**config.mk**
```make
export PLATFORM = sky130hd
export DESIGN_NAME = inst_encoder
export DESIGN_NICKNAME = d
export VERILOG_FILES = /design/src/rtl/isa_pkg.sv /design/src/rtl/imm_pack.sv /design/src/rtl/inst_encoder.sv
export SDC_FILE = /design/constraint.sdc
export NUM_CORES = 1
export LEC_CHECK = 0
export CAP_MARGIN = 20
export CORE_UTILIZATION = 25
export CTS_CLUSTER_DIAMETER = 80
export CTS_CLUSTER_SIZE = 24
export DETAILED_ROUTE_END_ITERATION = 8
export GPL_ROUTABILITY_DRIVEN = 0
export PLACE_DENSITY = 0.57
export SLEW_MARGIN = 15
export SYNTH_ARGS = -nofsm -noshare
export SYNTH_HDL_FRONTEND = slang
export SYNTH_HIERARCHICAL = 1
export SYNTH_SLANG_ARGS = --single-unit
export TNS_END_PERCENT = 5
```
**constraint.sdc**
```tcl
create_clock -name clk -period 2.4 [get_ports clk]
set_clock_uncertainty 0.1 [all_clocks]
set_input_delay 0.6 -clock clk [delete_from_list [all_inputs] [get_ports clk]]
set_output_delay 0.6 -clock clk [all_outputs]
set_load 0.01 [all_outputs]
```
**src/rtl/isa_pkg.sv**
```systemverilog
// RV32I encoding constants, format codes and the decoded field bundle shared by
// the instruction encoder and its round-trip checkers.
package isa_pkg;

  typedef enum logic [2:0] {
    FMT_R = 3'd0,
    FMT_I = 3'd1,
    FMT_S = 3'd2,
    FMT_B = 3'd3,
    FMT_U = 3'd4,
    FMT_J = 3'd5
  } fmt_e;

  localparam logic [31:0] NOP = 32'h0000_0013;

  localparam logic [6:0] OPC_LOAD   = 7'h03;
  localparam logic [6:0] OPC_OP_IMM = 7'h13;
  localparam logic [6:0] OPC_STORE  = 7'h23;
  localparam logic [6:0] OPC_BRANCH = 7'h63;
  localparam logic [6:0] OPC_LUI    = 7'h37;
  localparam logic [6:0] OPC_AUIPC  = 7'h17;
  localparam logic [6:0] OPC_JAL    = 7'h6F;
  localparam logic [6:0] OPC_JALR   = 7'h67;
  localparam logic [6:0] OPC_OP     = 7'h33;

  // fmt stays a raw 3-bit code so the invalid values 6 and 7 can be carried
  typedef struct packed {
    logic [2:0]  fmt;
    logic [6:0]  opcode;
    logic [4:0]  rd;
    logic [4:0]  rs1;
    logic [4:0]  rs2;
    logic [2:0]  funct3;
    logic [6:0]  funct7;
    logic [31:0] imm;
  } bundle_t;

endpackage

```
**src/rtl/imm_pack.sv**
```systemverilog
// Combinational field packer: scatters the immediate into its format-specific
// bit positions and flags bundles whose immediate cannot be encoded.
module imm_pack
  import isa_pkg::*;
(
  input  bundle_t     i_fields,
  output logic [31:0] o_inst,
  output logic        o_illegal
);

  logic [31:0] w_imm;
  logic        w_fit12;
  logic        w_fit13;
  logic        w_fit21;
  logic [31:0] w_inst;
  logic        w_illegal;

  assign w_imm = i_fields.imm;

  // A value fits an N-bit signed field when all bits above N-1 match the sign
  assign w_fit12 = (&w_imm[31:11]) | ~(|w_imm[31:11]);
  assign w_fit13 = (&w_imm[31:12]) | ~(|w_imm[31:12]);
  assign w_fit21 = (&w_imm[31:20]) | ~(|w_imm[31:20]);

  always_comb begin
    w_inst    = NOP;
    w_illegal = 1'b0;
    case (fmt_e'(i_fields.fmt))
      FMT_R: w_inst = {i_fields.funct7, i_fields.rs2, i_fields.rs1,
                       i_fields.funct3, i_fields.rd, i_fields.opcode};
      FMT_I: begin
        w_illegal = !w_fit12;
        w_inst    = {w_imm[11:0], i_fields.rs1, i_fields.funct3,
                     i_fields.rd, i_fields.opcode};
      end
      FMT_S: begin
        w_illegal = !w_fit12;
        w_inst    = {w_imm[11:5], i_fields.rs2, i_fields.rs1,
                     i_fields.funct3, w_imm[4:0], i_fields.opcode};
      end
      FMT_B: begin
        w_illegal = !w_fit13 || w_imm[0];
        w_inst    = {w_imm[12], w_imm[10:5], i_fields.rs2, i_fields.rs1,
                     i_fields.funct3, w_imm[4:1], w_imm[11], i_fields.opcode};
      end
      FMT_U: begin
        w_illegal = |w_imm[11:0];
        w_inst    = {w_imm[31:12], i_fields.rd, i_fields.opcode};
      end
      FMT_J: begin
        w_illegal = !w_fit21 || w_imm[0];
        w_inst    = {w_imm[20], w_imm[10:1], w_imm[11], w_imm[19:12],
                     i_fields.rd, i_fields.opcode};
      end
      default: w_illegal = 1'b1;
    endcase
    if (w_illegal) w_inst = NOP;
  end

  assign o_inst    = w_inst;
  assign o_illegal = w_illegal;

endmodule

```
**src/rtl/inst_encoder.sv**
```systemverilog
// Streaming RV32I encoder: two-stage valid/ready pipeline that packs decoded
// fields into instruction words tagged with sequential memory addresses.
module inst_encoder
  import isa_pkg::*;
#(
  parameter logic [31:0] BASE_ADDR = 32'h0000_0000,
  parameter int unsigned DEPTH     = 1024
) (
  input  logic        clk,
  input  logic        rst_n,
  input  logic        clear,
  input  logic        in_valid,
  output logic        in_ready,
  input  logic [2:0]  in_fmt,
  input  logic [6:0]  in_opcode,
  input  logic [4:0]  in_rd,
  input  logic [4:0]  in_rs1,
  input  logic [4:0]  in_rs2,
  input  logic [2:0]  in_funct3,
  input  logic [6:0]  in_funct7,
  input  logic [31:0] in_imm,
  output logic        out_valid,
  input  logic        out_ready,
  output logic [31:0] out_inst,
  output logic [31:0] out_addr,
  output logic        out_err,
  output logic [7:0]  err_cnt
);

  localparam logic [31:0] LAST_ADDR = BASE_ADDR + 32'(4 * (DEPTH - 1));

  function automatic logic [31:0] next_addr(input logic [31:0] a);
    return (a == LAST_ADDR) ? BASE_ADDR : a + 32'd4;
  endfunction

  bundle_t     r_s1;
  logic        r_s1_valid;
  logic        r_s2_valid;
  logic [31:0] r_inst;
  logic [31:0] r_addr;
  logic        r_err;
  logic [31:0] r_next_addr;
  logic [7:0]  r_err_cnt;

  bundle_t     w_bundle;
  logic        w_s2_adv;
  logic        w_load;
  logic        w_s1_take;
  logic [31:0] w_load_addr;
  logic [31:0] w_inst;
  logic        w_illegal;

  assign w_bundle = '{fmt: in_fmt, opcode: in_opcode, rd: in_rd, rs1: in_rs1,
                      rs2: in_rs2, funct3: in_funct3, funct7: in_funct7,
                      imm: in_imm};

  assign w_s2_adv    = !r_s2_valid || out_ready;
  assign w_load      = w_s2_adv && r_s1_valid;
  assign in_ready    = !r_s1_valid || w_s2_adv;
  assign w_s1_take   = in_valid && in_ready;
  // A word entering S2 alongside clear is the first of the new address window
  assign w_load_addr = clear ? BASE_ADDR : r_next_addr;

  imm_pack u_imm_pack (
    .i_fields  (r_s1),
    .o_inst    (w_inst),
    .o_illegal (w_illegal)
  );

  // S1: raw field bundle
  always_ff @(posedge clk or negedge rst_n) begin
    if (!rst_n) begin
      r_s1_valid <= 1'b0;
      r_s1       <= '0;
    end else begin
      if (in_ready) r_s1_valid <= in_valid;
      if (w_s1_take) r_s1 <= w_bundle;
    end
  end

  // S2: encoded word, error flag and assigned address
  always_ff @(posedge clk or negedge rst_n) begin
    if (!rst_n) begin
      r_s2_valid <= 1'b0;
      r_inst     <= 32'h0;
      r_addr     <= BASE_ADDR;
      r_err      <= 1'b0;
    end else begin
      if (w_s2_adv) r_s2_valid <= r_s1_valid;
      if (w_load) begin
        r_inst <= w_inst;
        r_err  <= w_illegal;
        r_addr <= w_load_addr;
      end
    end
  end

  // Address of the next word to enter S2 and the rejected-bundle count
  always_ff @(posedge clk or negedge rst_n) begin
    if (!rst_n) begin
      r_next_addr <= BASE_ADDR;
      r_err_cnt   <= 8'h0;
    end else begin
      if (w_load)     r_next_addr <= next_addr(w_load_addr);
      else if (clear) r_next_addr <= BASE_ADDR;
      if (clear)                                            r_err_cnt <= 8'h0;
      else if (w_load && w_illegal && (r_err_cnt != 8'hFF)) r_err_cnt <= r_err_cnt + 8'd1;
    end
  end

  assign out_valid = r_s2_valid;
  assign out_inst  = r_inst;
  assign out_addr  = r_addr;
  assign out_err   = r_err;
  assign err_cnt   = r_err_cnt;

endmodule
```
==> summary.md, run 1 <==
| Metric | Value |
|---|---|
| Status | `finished, violations left` |
| Violated checks | `negative setup slack` |
| Final worst path period share | `104%` |
| Syn Area/Cell | `10.5 um2` |
| # rows | `65` |
| Worst rel slew slack | `48.2%` |
| CP Cell Sequence | `or4_4 -> o21ai_2 -> a22oi_2 -> o221a_4 -> or3_4 -> nand3_4 -> nor3_1 -> xnor2_1 -> nor2_1` |
| Delay of the slowest cell on the worst path | `0.56 ns` |
| Num CTS Buffers | `17` |
| CTS Sinks | `174` |
| First-pass GRT wire length | `37.3 mm` |
| Initial DRC Count | `314` |
| Mapped Cells | `778` |
| # nets final | `1065` |
| RSZ-0062 raised after global routing | `true` |
| Vias post-DR | `6577` |
| DP Worst Slack | `-0.534 ns` |
| Chip Height | `183 um` |
| Asr flop ratio synth | `100%` |
| Slowest CP cell | `or4_4` |
| Minimum clock period | `2.49 ns` |
| Static Leak | `0.00496 uW` |
| Fill count | `3227` |
| Number of port buffers | `146` |
| Skew-Pair Late Insertion Delay | `0.44 ns` |
| Max cap viols | `0` |
| Data arrival time of the critical path | `2.70 ns` |
| GRT Total Usage | `14.5%` |
| Root buffer cell | `clkbuf_16` |
| Footprint of the multi-input gates | `3890 um2` |
| Core Footprint | `31900 um2` |
| Clock H-tree levels | `4` |
| Initial core utilization | `25.7%` |
| Clock power share | `34.1%` |
| WP data required | `2.61 ns` |
| Area contributors post-synth | `dfrtp_1 53%, mux2_2 11%, nand2_1 7.1%, nor4_1 3.4%, xnor2_1 2.4%` |
| EDFF count, synth | `0` |
| Vias per cell | `4.57` |
| Remaining routing DRC violations | `0` |
| DP Wirelength | `17.8 mm` |
| Hold Fails Final Rpt | `0` |
| CP Launch Type | `register` |
| Layout cells sized above 1 | `25.7%` |
| FMAX | `402 MHz` |
| Ys Warns | `6` |
| Synthesized area | `8200 um2` |
| WL/cell | `16.5 um` |
| Crit. End Element | `register` |
| Deepest clock path buffer count | `2` |
| Vias in the first global route | `6620` |
| Buf/Inv on CP | `0` |
| WL final | `23.7 mm` |
| Maximum number of pins on one net before global-route repair | `72` |
| Antenna diode count | `0` |
| Comb pwr share | `23.5%` |
| Overall power | `8190 uW` |
| Reg power frac | `42.4%` |
| Crit path max fanout | `5` |
| Ports | `147` |
| Top_reg_cell synth | `dfrtp_1` |
| Layout area overhead | `42.4%` |
| Detail Route Antenna Nets | `0` |
| Dominant cell type by area after synthesis | `dfrtp_1` |
| Sw Ratio | `28.6%` |
| Worst setup path class | `register to register` |
| Slew Limit Fails | `0` |
| Sw Pwr | `2340 uW` |
| Die Wd | `183 um` |
| Final setup vio count | `15` |
| Least-Margin Pin Slew | `0.767 ns` |
| CTS tree | `yes` |
| Pwr/cell area | `701 nW/um2` |
| Clock transition at path regs | `0.06 ns` |
| Cell Int Power | `5850 uW` |
| Hold crit path type | `register to register` |
| Worst IR Drop VDD | `0.488 mV` |
| Initial antenna violation count | `2` |
| Critical path's top delay family | `simple AND/OR/NAND/NOR gates` |
| Final worst slack | `-0.0881 ns` |
| Synth Net Count | `852` |
| Die Area | `33500 um2` |
| Post-synthesis register bit count | `174` |
| Seq/Total Area, Yosys | `53.1%` |
| DRT Pass-1 Iters | `5` |
| Post-synthesis cell type count | `52` |
| GRT overflow | `0` |
| Seq. cell area | `4350 um2` |
| Post-synth top area share | `53.1%` |
==> layout by cell type (no fill, tap or decap), types with 19 or more instances in the layout <==
master,n
mux2_2,79
o21ai_0,27
nand2b_1,19
nor2b_1,19
nor4_1,24
nor2_1,31
xnor2_1,22
dfrtp_1,174
nor4_2,19
a22oi_1,22
clkdlybuf4s50_1,143
buf_4,83
nand2_1,153
==> cells in the mapped netlist, drive strengths merged, types with 3 or more instances <==
| master | instances |
|---|---|
| and2b | 3 |
| inv | 6 |
| o22a | 6 |
| nor2b | 20 |
| and2 | 3 |
| dfrtp | 174 |
| nand4 | 20 |
| mux2i | 5 |
| clkbuf | 35 |
| mux2 | 79 |
| and4b | 5 |
| nand3 | 10 |
| a22o | 4 |
| a21oi | 10 |
| or3 | 4 |
| or4 | 8 |
| nand2b | 20 |
| xor2 | 10 |
| buf | 12 |
| a22oi | 23 |
| o21ai | 28 |
| nor2 | 32 |
| nand2 | 155 |
| nor3 | 11 |
| nor4 | 45 |
| nor4b | 5 |
| and3 | 8 |
| xnor2 | 22 |
==> final cells by class <==
class / instances / area share [%]
flip-flops and latches: 174 / 37.3
multi-input cells: 552 / 33.4
repair buffers: 240 / 19.4
well taps: 435 / 4.66
clock buffers: 24 / 4.13
clock inverters: 8 / 0.911
inverters: 6 / 0.193
==> power groups by stage <==
| stage | Clock, uW | Combinational (uW) | Sequential [uW] |
|---|---|---|---|
| 2_1_floorplan | 0 | 826 | 3530 |
| 3_3_place_gp | 0 | 1810 | 3520 |
| 3_5_place_dp | 0 | 1830 | 3530 |
| 4_1_cts | 2870 | 1900 | 3470 |
| 5_1_grt | 3000 | 2080 | 3510 |
| 6_report | 2790 | 1920 | 3470 |
==> per-stage QoR <==
stage	instances	hold slack [ns]	instance area, um2	setup TNS, ns	utilization [%]
2_1_floorplan	778	0.204	8250	-1.31	-
6_report	1439	0.375	11700	-0.754	36.6
5_1_grt	1439	0.395	11700	-3.94	36.6
3_3_place_gp	1403	0.363	10900	-19.00	34.0
4_1_cts	1438	0.383	11600	-1.18	36.3
3_5_place_dp	1403	0.365	10900	-19.02	34.0
==> what timing repair did <==
| item | in CTS | in global routing |
|---|---|---|
| setup endpoints to repair | 42 | 41 |
| pin swaps | 10 | 3 |
| gates resized for setup | 23 | 14 |
| hold buffers | 1 | 0 |
| endpoints found under the hold margin | 30 | 0 |
| buffers inserted | 1 | 0 |
| cloned | 1 | 0 |
==> cell families (layout without fill, tap and decap cells) <==
group	Yosys count	in the layout	share of synthesized area, %
buffers and inverters	53	278	2.72
muxes	84	84	11.5
xor gates and xnor gates	32	32	3.42
adders and majority gates	2	2	0.305
and+or+nand+nor	357	358	22.8
AOI/OAI and AO/OA	76	76	6.17
DFF	174	174	53.1
==> state kept, by name (all words and copies together) (netlist names) <==
name         cells
out_inst        32
r_next_addr     32
r_s1            67
r_s1_valid       1
err_cnt          8
out_valid        1
out_addr        32
out_err          1
==> tightest hold or removal path: cells and delay by family (launching register included) <==
family	cells	cell delay, ns
simple gates	1	0.05
flops	1	0.34
compound gates	1	0.06
==> worst paths after layout <==
path                                       endpoint                startpoint  depth (start not counted)  slack (ns)
max reg2reg                  err_cnt[4]$_DFFE_PN0P_      r_s1[19]$_DFFE_PN0P_                          9       -0.09
max                          err_cnt[4]$_DFFE_PN0P_      r_s1[19]$_DFFE_PN0P_                          9       -0.09
min                        out_addr[20]$_DFFE_PN0N_  out_addr[20]$_DFFE_PN0N_                          2        0.38
min reg2reg                out_addr[20]$_DFFE_PN0N_  out_addr[20]$_DFFE_PN0N_                          2        0.38
min in group asynchronous    err_cnt[2]$_DFFE_PN0P_                     rst_n                          2        0.53
max in group asynchronous      r_s1[13]$_DFFE_PN0P_                     rst_n                          3        0.97
==> layer usage <==
metal,routed length [um],global-route usage (%),vias to the layer above,part of all wire [%]
li1,-,-,3178,-
met1,10800,18.9,3194,46
met2,11500,24.1,177,49
met3,1070,3.34,24,4.5
met4,272,3.57,4,1.1
met5,26,0,-,0.11
Power figures use the tool's default switching activity.
==> inputs of run 2 (changes only) <==
--- a/config.mk
+++ b/config.mk
@@ -6,12 +6,12 @@
 export NUM_CORES = 1
 export LEC_CHECK = 0
 export CAP_MARGIN = 20
-export CORE_UTILIZATION = 25
+export CORE_UTILIZATION = 48
 export CTS_CLUSTER_DIAMETER = 80
 export CTS_CLUSTER_SIZE = 24
 export DETAILED_ROUTE_END_ITERATION = 8
 export GPL_ROUTABILITY_DRIVEN = 0
-export PLACE_DENSITY = 0.57
+export PLACE_DENSITY = 0.88
 export SLEW_MARGIN = 15
 export SYNTH_ARGS = -nofsm -noshare
 export SYNTH_HDL_FRONTEND = slang
==> summary.md, run 2 (synthesis gave the netlist of run 1 again) <==
| Metric | Value |
|---|---|
| Initial antenna violation count | `0` |
| CTS Hold Bufs | `0` |
| Num CTS Buffers | `17` |
| RSZ-0062 raised after global routing | `true` |
| Detail Route Antenna Nets | `0` |
| Commonest cells after routing, fill and taps aside | `174 x dfrtp_1, 153 x nand2_1, 142 x clkdlybuf4s50_1` |
| Vias in the first global route | `6816` |
| Remaining routing DRC violations | `0` |
| Worst setup path class | `register to register` |
| CP Launch Type | `register` |
| Dpl cells | `1178` |
| Initial DRC Count | `561` |
| Clock H-tree levels | `4` |
| Die Area | `17600 um2` |
| Total negative slack | `-0.178 ns` |
| First-pass GRT wire length | `35.1 mm` |
| Pwr/cell area | `710 nW/um2` |
| WL/cell | `17.6 um` |
| Static Leak | `0.00488 uW` |
| Maximum number of pins on one net before global-route repair | `48` |
| Slew Limit Fails | `0` |
| Layout cells sized above 1 | `24.2%` |
| Hold Fails Final Rpt | `8` |
| Sw Pwr | `2320 uW` |
| Top reg by flops | `r_s1` |
| Skew-Pair Late Insertion Delay | `0.44 ns` |
| Comb pwr share | `22.6%` |
| Core Footprint | `16600 um2` |
| Violated checks | `negative hold slack, negative setup slack` |
| Clock power share | `33.7%` |
| Status | `finished, violations left` |
| GRT Total Usage | `25.4%` |
| Final setup vio count | `9` |
| Root buffer cell | `clkbuf_16` |
| Cell Int Power | `5640 uW` |
| Antenna diode count | `0` |
| CTS tree | `yes` |
| Die Wd | `133 um` |
| Crit. End Element | `register` |
| Final worst path period share | `102%` |
| Worst IR Drop VDD | `0.563 mV` |
| Ports | `147` |
| Chip Height | `133 um` |
| Vias per cell | `5.64` |
| Deepest clock path buffer count | `2` |
| Crit path max fanout | `5` |
| Number of port buffers | `146` |
| DRT Pass-1 Iters | `7` |
| Final worst slack | `-0.0431 ns` |
| # rows | `47` |
| Overall power | `7960 uW` |
| WP data required | `2.61 ns` |
| Max reg flops | `67` |
| Layout area overhead | `36.7%` |
| Data arrival time of the critical path | `2.66 ns` |
| DP Wirelength | `15.4 mm` |
| Most common library cell in the layout ignoring fill and taps | `dfrtp_1` |
| Max cap viols | `0` |
| Hold WS | `-0.0113 ns` |
| FMAX | `409 MHz` |
| CTS Sinks | `174` |
| Worst rel slew slack | `65.7%` |
| Vias post-DR | `6841` |
| WL final | `21.3 mm` |
| GRT overflow | `0` |
| Minimum clock period | `2.44 ns` |
| Least-Margin Pin Slew | `0.508 ns` |
| # nets final | `1053` |
| Sw Ratio | `29.1%` |
| Reg power frac | `43.7%` |
| Finished Layout Cells | `1212` |
| Fill count | `1245` |
| Clock transition at path regs | `0.07 ns` |
| Initial core utilization | `49.3%` |
| Hold crit path type | `primary input to asynchronous set/reset pin` |
-- run 2: cell count changes in the layout (fill, tap and decap cells not counted), moves of 2 or more --
cell and change:
buf_4 -9, nor4_1 +7, clkbuf_8 -2, clkinv_2 +2, clkbuf_1 -4, inv_6 +3
nor4_2 -6
-- run 2: what timing repair did --
action	in CTS	in global routing
gates resized for setup	9	17
hold endpoints to repair	0	0
endpoints found under the setup margin	26	35
pin swaps	6	2
gates cloned	1	0
setup buffers	1	0
-- run 2: worst paths after layout --
kind	slack [ns]	cells past startpoint	startpoint	end
worst min-delay path	-0.01	1	rst_n	r_next_addr[6]$_DFF_PN0_
worst max register to register	-0.04	9	r_s1[19]$_DFFE_PN0P_	err_cnt[5]$_DFFE_PN0P_
max in group asynchronous	1.55	2	rst_n	r_s1[39]$_DFFE_PN0P_
min in group clk	0.38	2	out_inst[17]$_DFFE_PN0N_	out_inst[17]$_DFFE_PN0N_
worst max-delay path	-0.04	9	r_s1[19]$_DFFE_PN0P_	err_cnt[5]$_DFFE_PN0P_
worst min register to register	0.38	2	out_inst[17]$_DFFE_PN0N_	out_inst[17]$_DFFE_PN0N_
-- run 2: critical path, cell delays in order, from the launching register on --
cell and delay, ns:
dfrtp_1 0.38, or4_4 0.55, o21ai_2 0.16, a22oi_2 0.07, o221a_4 0.28, or3_4 0.38, nand3_4 0.11, nor4_1 0.07
xnor2_1 0.16, nor2_1 0.06
-- run 2: metal layers --
layer,global-route usage (%),vias up,part of all wire (%)
met1,32.8,3351,41
met5,0,-,0
met4,7.79,0,1.9
met2,43.4,308,51
met3,4.60,41,6.2
li1,-,3141,-
-- run 2: power by group through the flow --
stage | combinational (uW) | sequential, uW | clock (uW)
finish | 1800 | 3480 | 2680
global placement | 1660 | 3510 | 0
detailed placement | 1700 | 3530 | 0
floorplan | 826 | 3530 | 0
CTS | 1740 | 3480 | 2720
global route | 1940 | 3510 | 2860
-- run 2: stage by stage --
step / utilization (%) / setup WS (ns) / area (um2)
floorplan: - / -0.161 / 8250
global placement: 63.1 / -0.479 / 10500
detailed placement: 63.1 / -0.552 / 10500
CTS: 66.7 / -0.0652 / 11100
global route: 67.4 / -0.168 / 11200
finish: 67.4 / -0.0431 / 11200
-- run 2: cell type report --
| cell class | instances | area [um2] | area share, % |
|---|---|---|---|
| Clock buffer | 18 | 439 | 3.92 |
| Sequential cell | 174 | 4350 | 38.8 |
| Inverter | 6 | 22.5 | 0.201 |
| Timing Repair Buffer | 228 | 2170 | 19.3 |
| Tap cell | 220 | 275 | 2.46 |
| Clock inverter | 14 | 133 | 1.18 |
| Multi-Input combinational cell | 552 | 3820 | 34.1 |
